`config.mk`:
```
export PLATFORM = sky130hd
export DESIGN_NAME = pipe_stage_skid
export DESIGN_NICKNAME = d
export VERILOG_FILES = /design/src/rtl/pipe_stage_skid.sv
export SDC_FILE = /design/constraint.sdc
export NUM_CORES = 1
export LEC_CHECK = 0
export CORE_UTILIZATION = 47
export CTS_BUF_LIST = sky130_fd_sc_hd__clkbuf_8
export DETAILED_ROUTE_END_ITERATION = 6
export HOLD_SLACK_MARGIN = 0.08
export PLACE_DENSITY_LB_ADDON = 0.15
export SETUP_SLACK_MARGIN = 0.2
export SLEW_MARGIN = 20
export SYNTH_ARGS = -nofsm -noshare
export SYNTH_HDL_FRONTEND = slang
export SYNTH_SLANG_ARGS = --single-unit
```
`constraint.sdc`:
```
create_clock -name clk_i -period 10.7 [get_ports clk_i]
set_input_delay 2.14 -clock clk_i [delete_from_list [all_inputs] [get_ports clk_i]]
set_output_delay 2.14 -clock clk_i [all_outputs]
set_load 0.005 [all_outputs]
```
`src/rtl/pipe_stage_skid.sv`:
```
// Pipeline-stage register with valid/ready handshake, flush-to-bubble and an optional 2-entry skid buffer.
// Latency 1 cycle; SKID=1 gives a registered in_ready, SKID=0 passes out_ready through combinationally.
module pipe_stage_skid #(
   parameter int unsigned DATA_W              = 128,
   parameter int unsigned CTRL_W              = 16,
   parameter bit          SKID                = 1'b1,
   parameter bit          CLEAR_DATA_ON_FLUSH = 1'b0
) (
   input  logic              clk_i,
   input  logic              reset_i,
   input  logic              flush_i,
   input  logic              in_valid_i,
   output logic              in_ready_o,
   input  logic [DATA_W-1:0] in_data_i,
   input  logic [CTRL_W-1:0] in_ctrl_i,
   output logic              out_valid_o,
   input  logic              out_ready_i,
   output logic [DATA_W-1:0] out_data_o,
   output logic [CTRL_W-1:0] out_ctrl_o,
   output logic [1:0]        occupancy_o
);

   logic              m_valid_q, m_valid_d;
   logic [DATA_W-1:0] m_data_q,  m_data_d;
   logic [CTRL_W-1:0] m_ctrl_q,  m_ctrl_d;
   logic              s_valid_q, s_valid_d;
   logic [DATA_W-1:0] s_data_q,  s_data_d;
   logic [CTRL_W-1:0] s_ctrl_q,  s_ctrl_d;
   logic              rdy_q,     rdy_d;
   logic              in_fire;
   logic              out_fire;

   // rdy_q is low through reset so in_ready only rises on the first edge after release.
   assign in_ready_o  = SKID ? rdy_q : (rdy_q & (~m_valid_q | out_ready_i));
   assign in_fire     = in_valid_i & in_ready_o;
   assign out_fire    = m_valid_q & out_ready_i;
   assign out_valid_o = m_valid_q;
   assign out_data_o  = m_data_q;
   assign out_ctrl_o  = m_ctrl_q & {CTRL_W{m_valid_q}};
   assign occupancy_o = {1'b0, m_valid_q} + {1'b0, s_valid_q};

   always_comb begin
      m_valid_d = m_valid_q;
      m_data_d  = m_data_q;
      m_ctrl_d  = m_ctrl_q;
      s_valid_d = s_valid_q;
      s_data_d  = s_data_q;
      s_ctrl_d  = s_ctrl_q;
      if (flush_i) begin
         m_valid_d = 1'b0;
         m_ctrl_d  = '0;
         s_valid_d = 1'b0;
         s_ctrl_d  = '0;
         if (CLEAR_DATA_ON_FLUSH) begin
            m_data_d = '0;
            s_data_d = '0;
         end
      end else if (SKID) begin
         if (s_valid_q) begin
            // Skid full implies main full; in_ready is low so no input can arrive.
            if (out_ready_i) begin
               m_data_d  = s_data_q;
               m_ctrl_d  = s_ctrl_q;
               s_valid_d = 1'b0;
            end
         end else if (in_fire) begin
            if (!m_valid_q || out_ready_i) begin
               m_valid_d = 1'b1;
               m_data_d  = in_data_i;
               m_ctrl_d  = in_ctrl_i;
            end else begin
               s_valid_d = 1'b1;
               s_data_d  = in_data_i;
               s_ctrl_d  = in_ctrl_i;
            end
         end else if (out_fire) begin
            m_valid_d = 1'b0;
         end
      end else begin
         if (in_fire) begin
            m_valid_d = 1'b1;
            m_data_d  = in_data_i;
            m_ctrl_d  = in_ctrl_i;
         end else if (out_fire) begin
            m_valid_d = 1'b0;
         end
      end
      rdy_d = SKID ? ~s_valid_d : 1'b1;
   end

   always_ff @(posedge clk_i or posedge reset_i) begin
      if (reset_i) begin
         m_valid_q <= 1'b0;
         m_data_q  <= '0;
         m_ctrl_q  <= '0;
         s_valid_q <= 1'b0;
         s_data_q  <= '0;
         s_ctrl_q  <= '0;
         rdy_q     <= 1'b0;
      end else begin
         m_valid_q <= m_valid_d;
         m_data_q  <= m_data_d;
         m_ctrl_q  <= m_ctrl_d;
         s_valid_q <= s_valid_d;
         s_data_q  <= s_data_d;
         s_ctrl_q  <= s_ctrl_d;
         rdy_q     <= rdy_d;
      end
   end

endmodule
```
==> results.yml, run 1 <==
sta:
  layout_min_cycle_time_ps: 4693
  clock_skew_ps: 19.59
  report.final.hold_viol_count: 0
  rsz0062_at_grt: "no"
  achievable-frequency_ghz: 0.2131
  report.final.setup_viol: 0
  slew_violations: 0
  maxSlewHeadroom_pct: 30.04
  fin_crit_sh_pct: 43.86
  totalNegativeSetupSlack_ps: 0
  hold_slack_ps: 480.6
  tightestPinTransition_ps: 1049
status:
  result_of_the_run: "finished clean"
placement:
  gp_congestion: 0.7178
  port_buffers: 296
  dpl.hpwl_um: 17700
clock_tree:
  worst_skew_pair.late_latency_ps: 540
  clk_pin_slew_ps: 60
  cts.sink_count: 291
  cts-htree-levels: 2
  cts_root_buffer: "sky130_fd_sc_hd__clkbuf_8"
  cts_tree: "yes"
  ctsResizeCount: 0
  cts_inserted_buffers: 49
  cts.repair_timing.setup_buffer_count: 0
  ctsHoldBuffers: 0
  cts-root-to-sink-buffers: 3
drt:
  dr.pass1.iters: 4
  wl_per_cell_um: 18.38
  routed_wl_um: 27590
  routed_via_density: 5.143
  dr_total_vias: 7720
  drtAntennaViolNets: 0
  dr.first_iter.drc_count: 378
  post-route-drc-count: 0
critical_path:
  cpMaxStageDelayCell: "sky130_fd_sc_hd__clkdlybuf4s50_1"
  cp-end-kind: "flop"
  crit_path_max_incr_delay_ps: 840
  dominant_delay_contributor_by_cell_family_on_the_critical_path: "buffers and inverters"
  worst-path-max-fanout: 37
  critPathKind: "primary input to flop"
  critPathRequiredTime_ps: 11130
  start_kind: "primary input"
  cp.buffers_inverters: 2
  worst-endpoint-arrival_ps: 5120
  crit_chain: "clkdlybuf4s50_1 > nor2_1 > and2_2 > buf_4 > mux2_2"
yosys:
  synth-async-reset-ratio_pct: 100.0
  yosys-mux-area-fraction_pct: 36.90
  netlist-cell-type-count: 25
  postSynthRegisterBits: 291
  yosys_most_used_dff: "sky130_fd_sc_hd__dfrtp_1"
  synthesis.instances: 828
  yosysTopAreaCell: "sky130_fd_sc_hd__dfrtp_1"
  synth_top_family_by_area: "multiplexers"
  synth.most_common_cell: "sky130_fd_sc_hd__mux2_2"
  synth.net_count: 978
  postSynthAreaPerCell_um2: 15.39
  synth_area_leaders: "sky130_fd_sc_hd__dfrtp_1 57%, sky130_fd_sc_hd__mux2_2 33%, sky130_fd_sc_hd__mux2i_1 1.3%"
  seq_total_area_yosys_pct: 57.15
  post_synth_and_or_nand_nor_area_fraction_pct: 1.719
  syn-cell-area_um2: 12740
  synth-warning-count: 0
  area_share_of_the_largest_cell_type_after_synthesis_pct: 57.15
  synth_enable_flop_cells: 0
  synth.cells.most_frequent: "377 x sky130_fd_sc_hd__mux2_2, 291 x sky130_fd_sc_hd__dfrtp_1, 27 x sky130_fd_sc_hd__buf_2"
  synth_xor_area_share_pct: 0
  synth_fa_ha_area_share_pct: 0.09820
  synth_compound_area_share_pct: 1.434
min_path:
  worst_hold_path_type: "flop to flop"
global_route:
  number_of_antenna_violations_at_the_first_check_in_global_routing: 1
  grt_first_pass_wirelength_um: 45400
  global_route_overflow: 0
  first_global_vias: 8359
  grt_max_degree: 150
  globalRouteTotalUtil_pct: 20.31
finish:
  drive_above_1_share_pct: 40.43
  multi_input_comb_area_um2: 5140
  num-nets-final: 1280
  area_delta_synth_final_pct: 32.46
  fillerInstances: 2016
  register_area_um2: 7286
run:
  timing.max_cap.violations: 0
die:
  starting_density_of_the_core_pct: 48.35
  floorplan.rows: 59
  floorplan.die.height_um: 166.6
  design.core.area_um2: 26350
  die-area_um2: 27770
  num_io_pins: 297
  die_w_um: 166.6
power_and_ir_drop:
  power.ir.vdd_worst_mv: 0.1139
  p_total_uw: 3081
  pwr_density_cell_nw_per_um2: 182.5
  leakage_uw: 0.007243
## layout by cell type, fill, tap and decap left out
cell,count
sky130_fd_sc_hd__o32a_1,1
sky130_fd_sc_hd__o221ai_4,1
sky130_fd_sc_hd__nand2_4,1
sky130_fd_sc_hd__o21ai_0,1
sky130_fd_sc_hd__a21oi_1,2
sky130_fd_sc_hd__clkinv_8,1
sky130_fd_sc_hd__clkinv_2,4
sky130_fd_sc_hd__nand2b_1,2
sky130_fd_sc_hd__mux2_4,10
sky130_fd_sc_hd__clkdlybuf4s50_1,296
sky130_fd_sc_hd__nor2_1,19
sky130_fd_sc_hd__or2_2,1
sky130_fd_sc_hd__a21oi_2,1
sky130_fd_sc_hd__mux2i_1,16
sky130_fd_sc_hd__and2_1,17
sky130_fd_sc_hd__a22o_1,16
sky130_fd_sc_hd__and2_2,1
sky130_fd_sc_hd__mux2_2,377
sky130_fd_sc_hd__ha_1,1
sky130_fd_sc_hd__and4b_1,1
sky130_fd_sc_hd__clkbuf_8,65
sky130_fd_sc_hd__diode_2,1
sky130_fd_sc_hd__buf_4,7
sky130_fd_sc_hd__mux2_1,13
sky130_fd_sc_hd__dfrtp_1,290
sky130_fd_sc_hd__dfrtp_4,1
sky130_fd_sc_hd__inv_1,19
sky130_fd_sc_hd__buf_6,1
## power breakdown
part	switching, uW	internal [uW]
clock network	432	538
logic	199	447
registers	120	1340
## cell families (layout without fill, tap and decap cells)
| family | Yosys count | after routing |
|---|---|---|
| and+or+nand+nor | 42 | 42 |
| AOI/OAI and AO/OA | 22 | 22 |
| muxes | 416 | 416 |
| other | 0 | 1 |
| DFF | 291 | 291 |
| buffers and inverters | 56 | 393 |
| adders and majority gates | 1 | 1 |
## cell type report
class,instances,share of cell area [%]
flip-flops and latches,291,43.17
inverters,3,0.1409
repair buffers,304,17.93
diodes,1,0.01483
well taps,335,2.484
multi-input cells,481,30.46
clock buffers,65,5.301
clock inverters,21,0.4967
## worst paths after layout
check	from	endpoint	slack (ps)	depth (start not counted)
max	flush_i	s_data_q[119]$_DFFE_PP0P_	6010	5
max reg2reg	s_valid_q$_DFF_PP0_	m_ctrl_q[12]$_DFFE_PP0P_	7700	3
max in group asynchronous	reset_i	s_ctrl_q[11]$_DFFE_PP0P_	7200	3
min in group asynchronous	reset_i	out_data_o[81]$_DFFE_PP0P_	2110	2
min reg2reg	s_data_q[93]$_DFFE_PP0P_	s_data_q[93]$_DFFE_PP0P_	480	1
min	s_data_q[93]$_DFFE_PP0P_	s_data_q[93]$_DFFE_PP0P_	480	1
## flip-flops by register name, indices dropped and copies added, names as in the netlist
register / flops
s_data_q: 128
out_valid_o: 1
s_ctrl_q: 16
s_valid_q: 1
m_ctrl_q: 16
out_data_o: 128
in_ready_o: 1
## metal layers
metal  track usage, %  share of wire, %
met1            26.41                44
met3            6.797               7.9
met4            5.274               1.8
met5                0                 0
met2            32.57                47
## metrics by stage
stage | std cells | cell area, um2 | worst slack (ps) | util (%)
floorplan | 828 | 12740 | 525.9 | -
global placement | 1414 | 15890 | 5482 | 60.28
detailed placement | 1414 | 15890 | 5442 | 60.28
CTS | 1500 | 16860 | 6020 | 63.99
global route | 1500 | 16870 | 5831 | 64.03
finish | 1501 | 16880 | 6007 | 64.04
(Power assumes the default switching activity.)
==> run 2: changes to the inputs <==
==> constraint.sdc (replaced) <==
create_clock -name clk_i -period 3.9 [get_ports clk_i]
set_input_delay 0.78 -clock clk_i [delete_from_list [all_inputs] [get_ports clk_i]]
set_output_delay 0.78 -clock clk_i [all_outputs]
set_load 0.005 [all_outputs]
==> run 2 against run 1 <==
Hold slack improved by 5.2 ps; sequential share of layout area shrank 0.54 points; combinational power rose to 2.8 times the previous value; critical path type is now flop to primary output; sequential power increased to 2.7 times the previous value; utilization rose by 0.82 points; first-iteration DRC count increased by 15%; cell area rose by 1.3%; largest power group unchanged; register-to-register slack lost 6400 ps; global-route usage shrank 0.13 points.
==> results.yml, run 2 (synthesis gave the netlist of run 1 again) <==
status:
  result_of_the_run: "finished clean"
min_path:
  worst_hold_path.endpoint: "s_data_q[79]$_DFFE_PP0P_"
  worst_hold_startpoint: "s_data_q[79]$_DFFE_PP0P_"
  worst_hold_path_type: "flop to flop"
  whs_path_depth: 1
sta:
  achievable-frequency_ghz: 0.3515
  clock_skew_ps: 18.47
  fin_crit_sh_pct: 72.94
  report.final.hold_viol_count: 0
  tightestPinTransition_ps: 887.8
  slew_violations: 0
  maxSlewHeadroom_pct: 40.81
  rsz0062_at_grt: "no"
  layout_min_cycle_time_ps: 2845
  report.final.setup_viol: 0
finish:
  num-nets-final: 1287
  drive_above_1_share_pct: 40.87
  mostFrequentLayoutCell: "sky130_fd_sc_hd__mux2_2"
  final_area_um2: 17090
  layoutNonFillerInstCount: 1514
  layout_common_cells: "377 x sky130_fd_sc_hd__mux2_2, 296 x sky130_fd_sc_hd__clkdlybuf4s50_1, 290 x sky130_fd_sc_hd__dfrtp_1"
  area_delta_synth_final_pct: 34.15
drt:
  wl_per_cell_um: 18.25
  dr.pass1.iters: 4
  dr_total_vias: 7836
  dr.first_iter.drc_count: 434
  post-route-drc-count: 0
  drtAntennaViolNets: 0
  routed_wl_um: 27620
  routed_via_density: 5.176
critical_path:
  worst-endpoint-arrival_ps: 2060
  critPathRequiredTime_ps: 3120
  worst-path-max-fanout: 22
  worstRegToRegCells: 4
  rr_startpoint: "out_valid_o$_DFFE_PP0P_"
  worst_r2r_endpoint: "out_data_o[61]$_DFFE_PP0P_"
  critPathKind: "flop to primary output"
  start_kind: "flop"
  cp-end-kind: "primary output"
  reg2reg_slack_ps: 1270
placement:
  dpl.hpwl_um: 17920
  placed_cells: 1421
  placement.cell_area_um2: 16050
  port_buffers: 296
  gp_congestion: 0.7302
clock_tree:
  cts_root_buffer: "sky130_fd_sc_hd__clkbuf_8"
  cts_inserted_buffers: 49
  cts-root-to-sink-buffers: 3
  worst_skew_pair.late_latency_ps: 540
  cts.repair_timing.setup_buffer_count: 0
  ctsHoldBuffers: 0
  cts-htree-levels: 2
  ctsResizeCount: 0
  cts_tree: "yes"
  cts.sink_count: 291
  clk_pin_slew_ps: 60
power_and_ir_drop:
  power.ir.vdd_worst_mv: 0.2842
  pwr-share-comb_pct: 20.9
  power.switching_fraction_pct: 24.13
  internal_power_uw: 6490
  p_seq_share_pct: 46.9
  pwr_density_cell_nw_per_um2: 500.5
  leakage_uw: 0.007339
  netSwitchingPower_uw: 2064
  power_frac_clock_pct: 32.2
die:
  floorplan.die.height_um: 166.6
  die_w_um: 166.6
  die-area_um2: 27770
  num_io_pins: 297
  floorplan.rows: 59
  starting_density_of_the_core_pct: 48.35
  design.core.area_um2: 26350
run:
  timing.max_cap.violations: 0
global_route:
  global_route_overflow: 0
  number_of_antenna_violations_at_the_first_check_in_global_routing: 3
  grt_first_pass_wirelength_um: 45030
  grt_max_degree: 133
  first_global_vias: 8342
  globalRouteTotalUtil_pct: 20.17
## run 2: changes by cell type in the layout (fill, tap and decap cells not counted), sizes merged
cell and delta:
buf +7, clkbuf +4, clkinv -3, clkinvlp +2, diode +1, inv +2
## run 2: area by class of cell
type | count | area, um2
Multi-Input combinational cell | 481 | 5140
Antenna cell | 2 | 5.005
Tap cell | 335 | 419.2
Timing Repair Buffer | 311 | 3188
Sequential cell | 291 | 7286
Clock inverter | 22 | 88.84
Inverter | 3 | 15.01
Clock buffer | 69 | 949.7
Fill cell | 2013 | 9263
## run 2: per-stage QoR
step                      util (%)  TNS, ps  total power, uW  worst slack, ps  hold slack [ps]
after global placement       60.89        0             5800            745.1            462.2
after detailed placement     60.89        0             5872            758.0            472.9
after floorplan                  -  -215680             4873           -741.2            452.2
final                        64.85        0             8554             1055            485.8
after global routing         64.85        0             9008            921.4            501.9
after CTS                    64.83        0             8682            978.6            486.0
## run 2: worst max path at each step
stage / startpoint / to / slack (ps) / depth (start not counted)
CTS: out_valid_o$_DFFE_PP0P_ / occupancy_o[0] / 980 / 2
floorplan: reset_i / in_ready_o$_DFF_PP0_ / -740 / 1
detailed placement: in_valid_i / out_data_o[61]$_DFFE_PP0P_ / 760 / 5
global placement: in_valid_i / out_data_o[32]$_DFFE_PP0P_ / 750 / 5
finish: out_valid_o$_DFFE_PP0P_ / occupancy_o[0] / 1060 / 2
global route: out_valid_o$_DFFE_PP0P_ / occupancy_o[0] / 920 / 2
## run 2: worst max-delay path: stages, from the launching register on
cell                              delay, ps
sky130_fd_sc_hd__dfrtp_1                740
sky130_fd_sc_hd__ha_1                   340
sky130_fd_sc_hd__clkdlybuf4s50_1        440
## run 2: power groups by stage
stage / Sequential, uW / Clock, uW / Combinational, uW
after global placement: 4030 / 0 / 1770
after detailed placement: 4060 / 0 / 1810
after CTS: 4020 / 2850 / 1820
after global routing: 4100 / 2980 / 1930
after floorplan: 4010 / 0 / 863
final: 4010 / 2750 / 1790
## run 2: layer usage
metal  part of all wire, %  vias to the layer above  global-route usage (%)  wire length [um]
li1                      -                     3605                       -                 -
met1                    44                     3972                   26.64             12140
met2                    47                      220                   31.40             12880
met3                   7.9                       37                   6.820              2183
met4                   1.5                        2                   6.200               401
met5                 0.043                        -                       0                12
==> run 3: changes to the inputs <==
--- a/config.mk
+++ b/config.mk
@@ -5,7 +5,7 @@
 export SDC_FILE = /design/constraint.sdc
 export NUM_CORES = 1
 export LEC_CHECK = 0
-export CORE_UTILIZATION = 47
+export CORE_UTILIZATION = 52
 export CTS_BUF_LIST = sky130_fd_sc_hd__clkbuf_8
 export DETAILED_ROUTE_END_ITERATION = 6
 export HOLD_SLACK_MARGIN = 0.08
==> constraint.sdc (replaced) <==
create_clock -name clk_i -period 3 [get_ports clk_i]
set_input_delay 0.6 -clock clk_i [delete_from_list [all_inputs] [get_ports clk_i]]
set_output_delay 0.6 -clock clk_i [all_outputs]
set_load 0.005 [all_outputs]
==> run 3 against run 2 <==
Hold slack got worse by 4.4 ps; critical path type unchanged; combinational power increased by 30%; largest cell class unchanged; sequential cell count unchanged; non-clock buffer count increased by 7; critical path depth unchanged; clock skew increased by 7.5 ps; wire length decreased by 1.6%; first-iteration DRC count decreased by 33%; clock power increased by 17%.
==> results.yml, run 3 (synthesis gave the netlist of run 1 again) <==
status:
  result_of_the_run: "finished clean"
min_path:
  worst_hold_path.endpoint: "s_data_q[85]$_DFFE_PP0P_"
  worst_hold_startpoint: "s_data_q[85]$_DFFE_PP0P_"
  whs_path_depth: 1
  worst_hold_path_type: "flop to flop"
placement:
  port_buffers: 296
  gp_congestion: 0.7529
  post-place-ws_ps: 443.3
  placement.cell_area_um2: 16110
  dpl.hpwl_um: 18190
global_route:
  grt_max_degree: 128
  first_global_vias: 8269
  globalRouteTotalUtil_pct: 22.16
  grt_first_pass_wirelength_um: 42970
  global_route_overflow: 0
  number_of_antenna_violations_at_the_first_check_in_global_routing: 2
finish:
  layout_common_cells: "377 x sky130_fd_sc_hd__mux2_2, 296 x sky130_fd_sc_hd__clkdlybuf4s50_1, 290 x sky130_fd_sc_hd__dfrtp_1"
  register_area_um2: 7286
  area_delta_synth_final_pct: 33.38
  drive_above_1_share_pct: 40.51
  fin_util_pct: 71.54
  mostFrequentLayoutCell: "sky130_fd_sc_hd__mux2_2"
  final_area_um2: 16990
  multi_input_comb_area_um2: 5140
  fillerInstances: 1598
  num-nets-final: 1293
drt:
  wl_per_cell_um: 18.18
  dr.first_iter.drc_count: 290
  post-route-drc-count: 0
  dr_total_vias: 7776
  routed_via_density: 5.201
  dr.pass1.iters: 4
  drtAntennaViolNets: 0
  routed_wl_um: 27180
critical_path:
  worstRegToRegCells: 3
  critPathKind: "flop to primary output"
  rr_startpoint: "s_valid_q$_DFF_PP0_"
  start_kind: "flop"
  worst-path-max-fanout: 26
  reg2reg_slack_ps: 840
  cp-end-kind: "primary output"
  worst-endpoint-arrival_ps: 2000
  worst_r2r_endpoint: "m_ctrl_q[10]$_DFFE_PP0P_"
  critPathRequiredTime_ps: 2400
sta:
  maxSlewHeadroom_pct: 48.49
  rsz0062_at_grt: "no"
  totalNegativeSetupSlack_ps: 0
  layout_min_cycle_time_ps: 2598
  clock_skew_ps: 25.94
  tightestPinTransition_ps: 772.7
  report.final.setup_viol: 0
  slew_violations: 0
  report.final.hold_viol_count: 0
  layout_setup_ws_ps: 401.7
  fin_crit_sh_pct: 86.61
  achievable-frequency_ghz: 0.3849
die:
  die_w_um: 158.5
  die-area_um2: 25130
  floorplan.die.height_um: 158.5
  design.core.area_um2: 23750
  starting_density_of_the_core_pct: 53.64
  floorplan.rows: 56
  num_io_pins: 297
power_and_ir_drop:
  pwr_density_cell_nw_per_um2: 633.0
  leakage_uw: 0.007319
  power.ir.vdd_worst_mv: 0.4349
clock_tree:
  worst_skew_pair.late_latency_ps: 560
  cts.sink_count: 291
  cts_inserted_buffers: 48
  ctsHoldBuffers: 0
  cts_tree: "yes"
  cts-root-to-sink-buffers: 3
  cts_root_buffer: "sky130_fd_sc_hd__clkbuf_8"
  cts.repair_timing.setup_buffer_count: 0
  clk_pin_slew_ps: 60
  ctsResizeCount: 0
  cts-htree-levels: 2
run:
  timing.max_cap.violations: 0
==> run 3: stage by stage <==
stage | instances | hold WS, ps | total power [uW]
after floorplan | 828 | 452.2 | 6335
after global routing | 1495 | 495.4 | 11350
after CTS | 1494 | 485.5 | 10890
after global placement | 1412 | 462.3 | 7538
after detailed placement | 1412 | 470.5 | 7637
final | 1495 | 481.3 | 10760
==> run 3: power breakdown <==
part,switching (uW),total (uW),internal [uW]
combinational,716,2330,1620
sequential,423,5220,4800
clock,1500,3210,1710
total,2640,10800,8120
==> run 3: worst max-delay path, stage by stage, from the launching register on <==
cell                              delay (ps)
sky130_fd_sc_hd__dfrtp_4                 630
sky130_fd_sc_hd__ha_1                    340
sky130_fd_sc_hd__clkdlybuf4s50_1         490
==> run 3: how the worst max path moves through the flow <==
stage | start | end | slack [ps]
finish | s_valid_q$_DFF_PP0_ | occupancy_o[0] | 400
global route | out_valid_o$_DFFE_PP0P_ | occupancy_o[0] | 280
CTS | s_valid_q$_DFF_PP0_ | occupancy_o[0] | 360
floorplan | reset_i | in_ready_o$_DFF_PP0_ | -1460
global placement | flush_i | m_ctrl_q[6]$_DFFE_PP0P_ | 480
detailed placement | flush_i | m_ctrl_q[10]$_DFFE_PP0P_ | 440
==> run 3: layer usage <==
metal / routed length, um / vias to the layer above / GRT usage (%)
li1: - / 3603 / -
met1: 11690 / 3910 / 28.23
met2: 12820 / 222 / 35.96
met3: 2082 / 41 / 6.941
met4: 584 / 0 / 7.097
met5: 0 / - / 0
==> run 3: final cells by class <==
cell class | count | share of cell area, %
repair buffers | 318 | 19.22
diodes | 1 | 0.01473
clock buffers | 57 | 4.616
inverters | 3 | 0.08835
flip-flops and latches | 291 | 42.87
well taps | 319 | 2.349
multi-input cells | 481 | 30.25
clock inverters | 25 | 0.5964
==> RTL change 1: new RTL, config.mk and constraints of run 1 <==
Change the parameter `CTRL_W` from 16 to 20.
--- a/src/rtl/pipe_stage_skid.sv
+++ b/src/rtl/pipe_stage_skid.sv
@@ -2,7 +2,7 @@
 // Latency 1 cycle; SKID=1 gives a registered in_ready, SKID=0 passes out_ready through combinationally.
 module pipe_stage_skid #(
    parameter int unsigned DATA_W              = 128,
-   parameter int unsigned CTRL_W              = 16,
+   parameter int unsigned CTRL_W              = 20,
    parameter bit          SKID                = 1'b1,
    parameter bit          CLEAR_DATA_ON_FLUSH = 1'b0
 ) (
Interface: changed (resized in_ctrl_i and out_ctrl_o); port bits go from 297 to 305. No check against the original RTL was run, so the function may have changed too.
==> RTL change 1 against run 1 <==
Critical path depth fell by 3; clock power about the same; sequential share of layout area about the same; global-route usage is 0.60 points lower; synthesized area is 3.1% higher; power up 1.2%; setup slack better by 380 ps; routed wire length grew 1.9%; via count rose by 4.0%; design area grew 2.8%; sequential cell count is 8 higher.
==> RTL change 1: results (changes against run 1) <==
| Metric | Value |
|---|---|
| Worst path top cell family by delay | `flip-flops` |
| Worst VDD drop | `0.000101 V (-12%)` |
| Met1 WL | `12200 um (+1.6%)` |
| # fillers | `2141 (+6.2%)` |
| Synth Net Count | `1013 (+3.6%)` |
| CP arrival | `2180 ps (-2940 ps)` |
| Clock power share | `31.1% (-0.4 points)` |
| Final HPWL DP | `17600 um (-0.69%)` |
| Hold Path Stages | `1 (unchanged)` |
| Register area share after synthesis | `57.0% (-0.18 points)` |
| Worst Path Max Fanout | `26 (-30%)` |
| Vias in the first global route | `8355 (-0.048%)` |
| Max-slew headroom | `27.4% (-2.7 points)` |
| Worst r2r dst | `s_data_q[82]` |
| Synth top cells by count | `mux2_2, dfrtp_1, nor2_1` |
| DR WL met3 | `2710 um (+25%)` |
| Number of distinct library cells after synthesis | `21 (-16%)` |
| Status | `finished, final reports clean` |
| Synth area leaders | `dfrtp_1, mux2_2, buf_6, mux2i_1, a22o_1` |
| Synthesis warning total | `0 (unchanged)` |
| Slowest cell on crit path | `dfrtp_1` |
| Reg2reg path depth | `4 (+1)` |
| GR Util All Layers | `19.7% (-0.60 points)` |
| Asr flop ratio synth | `100% (unchanged)` |
| Clock skew | `13.6 ps (-6.00 ps)` |
| Vias per cell | `5.08 (-1.3%)` |
| Skew-Pair Late Insertion Delay | `550 ps` |
| DR WL met2 | `12600 um (-2.4%)` |
| Fraction of layout instances using a drive strength above 1 | `40.1% (-0.28 points)` |
| Hold Path Sink | `s_data_q[127]` |
| DRT iter0 DRCs | `321 (-15%)` |
| P_leak | `7.40 nW (+2.2%)` |
| I/O Buffers | `304 (+2.7%)` |
| WL final | `28100 um (+1.9%)` |
| R2R Setup Slk | `8000 ps (+300 ps)` |
| CTS Buf Count | `51 (+4.1%)` |
| Layout net count | `1323 (+3.4%)` |
| Crit-path max cell delay | `820 ps (-20 ps)` |
| Net Sw Power | `763 uW (+1.7%)` |
| R2R Path Start | `out_valid_o` |
| Top_reg_cell synth | `dfrtp_1` |
| RePlAce Congestion | `0.726 (+1.1%)` |
| HP Start | `s_data_q[127]` |
| Initial antenna violation count | `3 (+2)` |
| Worst path bufs/invs | `1 (-1)` |
| First-pass GRT wire length | `44800 um (-1.4%)` |
| Uppermost layer routed | `met5` |
| Pin count of the biggest net entering global routing | `151 (+0.67%)` |
| Root Buffer | `clkbuf_8` |
-- RTL change 1: stage by stage --
step           setup slack [ps]  utilization (%)  cells  hold slack, ps  cell area (sq um)
6_report                   6380             63.9   1582             491              17400
5_1_grt                    6230             63.9   1581             508              17400
4_1_cts                    6310             63.8   1580             494              17300
3_5_place_dp               6040             60.2   1488             479              16400
3_3_place_gp               6070             60.2   1488             474              16400
2_1_floorplan               299                -    859             459              13100
-- RTL change 1: layer usage --
layer / vias to the layer above / track usage [%]
li1: 3708 / -
met2: 256 / 29.9
met4: 2 / 5.88
met5: - / 0
met1: 4020 / 25.7
met3: 46 / 8.28
-- RTL change 1: kinds of logic after synthesis --
| kind of cell | synth area share (%) |
|---|---|
| mux | 36.2 |
| compound gates | 1.68 |
| flops | 57.0 |
| buf+inv | 3.12 |
| fa+ha+maj | 0.0953 |
| simple gates | 1.97 |
-- RTL change 1: cell type report --
cell class,instances,area share (%)
antenna,2,0.0288
clock buffer,63,5.00
clock inverter,29,0.728
inverter,3,0.137
multi-input combinational,501,30.3
sequential,299,43.1
tap,372,2.68
timing repair buffer,313,18.0
-- RTL change 1: power groups by stage --
stage	clock network, mW	logic (mW)	registers [mW]
2_1_floorplan	0	0.319	1.49
3_3_place_gp	0	0.649	1.50
3_5_place_dp	0	0.661	1.51
4_1_cts	1.01	0.665	1.49
5_1_grt	1.06	0.706	1.53
6_report	0.971	0.654	1.49
-- RTL change 1: how the worst max path moves through the flow --
stage / start / end / slack [ps]
after detailed placement: flush_i / s_data_q[10] / 6040
after floorplan: reset_i / in_ready_o / 300
after CTS: out_valid_o / occupancy_o[0] / 6310
after global placement: flush_i / s_data_q[11] / 6070
after global routing: out_valid_o / occupancy_o[0] / 6230
final: out_valid_o / occupancy_o[0] / 6380
==> RTL change 2: new RTL, flow settings as in run 1 <==
Without the edit above. Make the reset (`reset_i`) synchronous in one clocked block.
--- a/src/rtl/pipe_stage_skid.sv
+++ b/src/rtl/pipe_stage_skid.sv
@@ -88,7 +88,7 @@
       rdy_d = SKID ? ~s_valid_d : 1'b1;
    end
 
-   always_ff @(posedge clk_i or posedge reset_i) begin
+   always_ff @(posedge clk_i) begin
       if (reset_i) begin
          m_valid_q <= 1'b0;
          m_data_q  <= '0;
Check against the original RTL: not settled (the Yosys comparison gave no result); the edit may change what the design does.
==> RTL change 2 against run 1 <==
Setup slack worse by 780 ps; cell count up 31%; first-iteration DRC count up 91%; design area up 0.74%; routed wire length up 32%; clock skew down 2.3 ps; sequential cell count unchanged; die area up 4.0%; synthesized area up 4.0%; utilization down 2.8 points.
Power is not compared: it rests on default switching activity, and its combinational part moved more than twofold at a synthesized area within 25%.
==> RTL change 2: results (changes against run 1) <==
| Metric | Value |
|---|---|
| PostCTS Resize Cnt | `0 (unchanged)` |
| Fraction of layout instances using a drive strength above 1 | `9.27% (-31 points)` |
| Pin count of the biggest net entering global routing | `171 (+14%)` |
| Synthesis warning total | `0 (unchanged)` |
| DRT iter0 DRCs | `723 (+91%)` |
| Register area share after synthesis | `44.0% (-13 points)` |
| Asr flop ratio synth | `0% (-100 points)` |
| CP arrival | `5850 ps (+730 ps)` |
| Max-slew headroom | `27.7% (-2.3 points)` |
| Worst Path Max Fanout | `76 (+110%)` |
| R2R Path Start | `s_valid_q` |
| TritonRoute pass-1 iters | `5 (+1)` |
| Initial antenna violation count | `3 (+2)` |
| Postcts setup bufs | `0 (unchanged)` |
| Hold crit path type | `reg2reg` |
| Start point of the critical path | `out_ready_i` |
| # hold bufs at CTS | `0 (unchanged)` |
| GR Util All Layers | `24.4% (+4.1 points)` |
| Clock skew | `17.2 ps (-2.35 ps)` |
| RePlAce Congestion | `0.775 (+8.0%)` |
| Layout net count | `1702 (+33%)` |
| CTS Buf Count | `50 (+2.0%)` |
| Synth area leaders | `dfxtp_1, mux2i_1, nand2_1, a31oi_1, a311oi_2` |
| H-tree Lvls | `2 (unchanged)` |
| Wire length per cell | `18.5 um (+0.78%)` |
| First-pass GRT wire length | `56900 um (+25%)` |
| I/O Buffers | `296 (unchanged)` |
| Status | `finished, final reports clean` |
| Via Count | `11183 (+45%)` |
| Final HPWL DP | `21200 um (+20%)` |
| HP Start | `s_data_q[92]` |
| Synth Net Count | `1501 (+53%)` |
| # fillers | `2372 (+18%)` |
| Synth top cells by count | `dfxtp_1, mux2i_1, nand2_1` |
| P_leak | `~5.4 nW` |
| Number of distinct library cells after synthesis | `28 (+12%)` |
## RTL change 2: changes by cell type in the layout (fill, tap and decap cells not counted), sizes merged, moves of 17 or more
cell    change
nand2     +256
mux2i     +256
a21oi      +30
a31oi     +129
nand3      +17
dfxtp     +291
mux2      -400
dfrtp     -291
a311oi    +128
nor2       -17
## RTL change 2: area by class of cell
class                      count  area share [%]
tap                          378            2.78
multi-input combinational    897            39.1
antenna                        1          0.0147
inverter                       3           0.155
clock inverter                23           0.523
clock buffer                  63            5.10
timing repair buffer         309            18.1
sequential                   291            34.3
## RTL change 2: path summary, 6_finish.rpt
kind,endpoint,slack [ps],depth (start not counted)
setup reg to reg,out_data_o[105],6700,4
setup / recovery,out_data_o[105],5220,6
hold / removal,s_data_q[92],460,2
hold reg to reg,s_data_q[92],460,2
## RTL change 2: stage by stage
step	instance area, sq um	worst slack [ps]	hold WS, ps	std cells
after floorplan	13300	7410	434	1351
after global placement	16000	4820	441	1877
after detailed placement	16000	4740	447	1877
after CTS	17000	5320	457	1963
after global routing	17000	5080	469	1965
final	17000	5220	456	1965
## RTL change 2: critical path, stage by stage
cell and delay, ps:
clkdlybuf4s50_1 580, o21bai_4 150, buf_4 710, and2_4 970, buf_4 950, a311oi_1 210
## RTL change 2: cell families after synthesis
family | count (synthesis) | share of synthesized area [%]
AO/OA/AOI/OAI | 325 | 20.2
adder cells (fa/ha/maj) | 1 | 0.0944
buffers and inverters | 163 | 6.13
flip-flops | 291 | 44.0
multiplexers | 272 | 20.5
AND/OR/NAND/NOR | 299 | 9.08
## RTL change 2: power groups by stage
stage / registers, mW / logic, mW / clock network, mW
final: 1.13 / 0.287 / 0.961
after global routing: 1.13 / 0.310 / 1.04
after CTS: 1.13 / 0.287 / 0.979
after detailed placement: 1.15 / 0.286 / 0
after global placement: 1.15 / 0.282 / 0
after floorplan: 1.15 / 0.143 / 0
## RTL change 2: routing by layer
metal | part of all wire, % | track usage [%]
met1 | 44 | 30.9
met4 | 3.0 | 9.24
met3 | 7.6 | 6.74
met5 | 0 | 0
met2 | 46 | 39.2
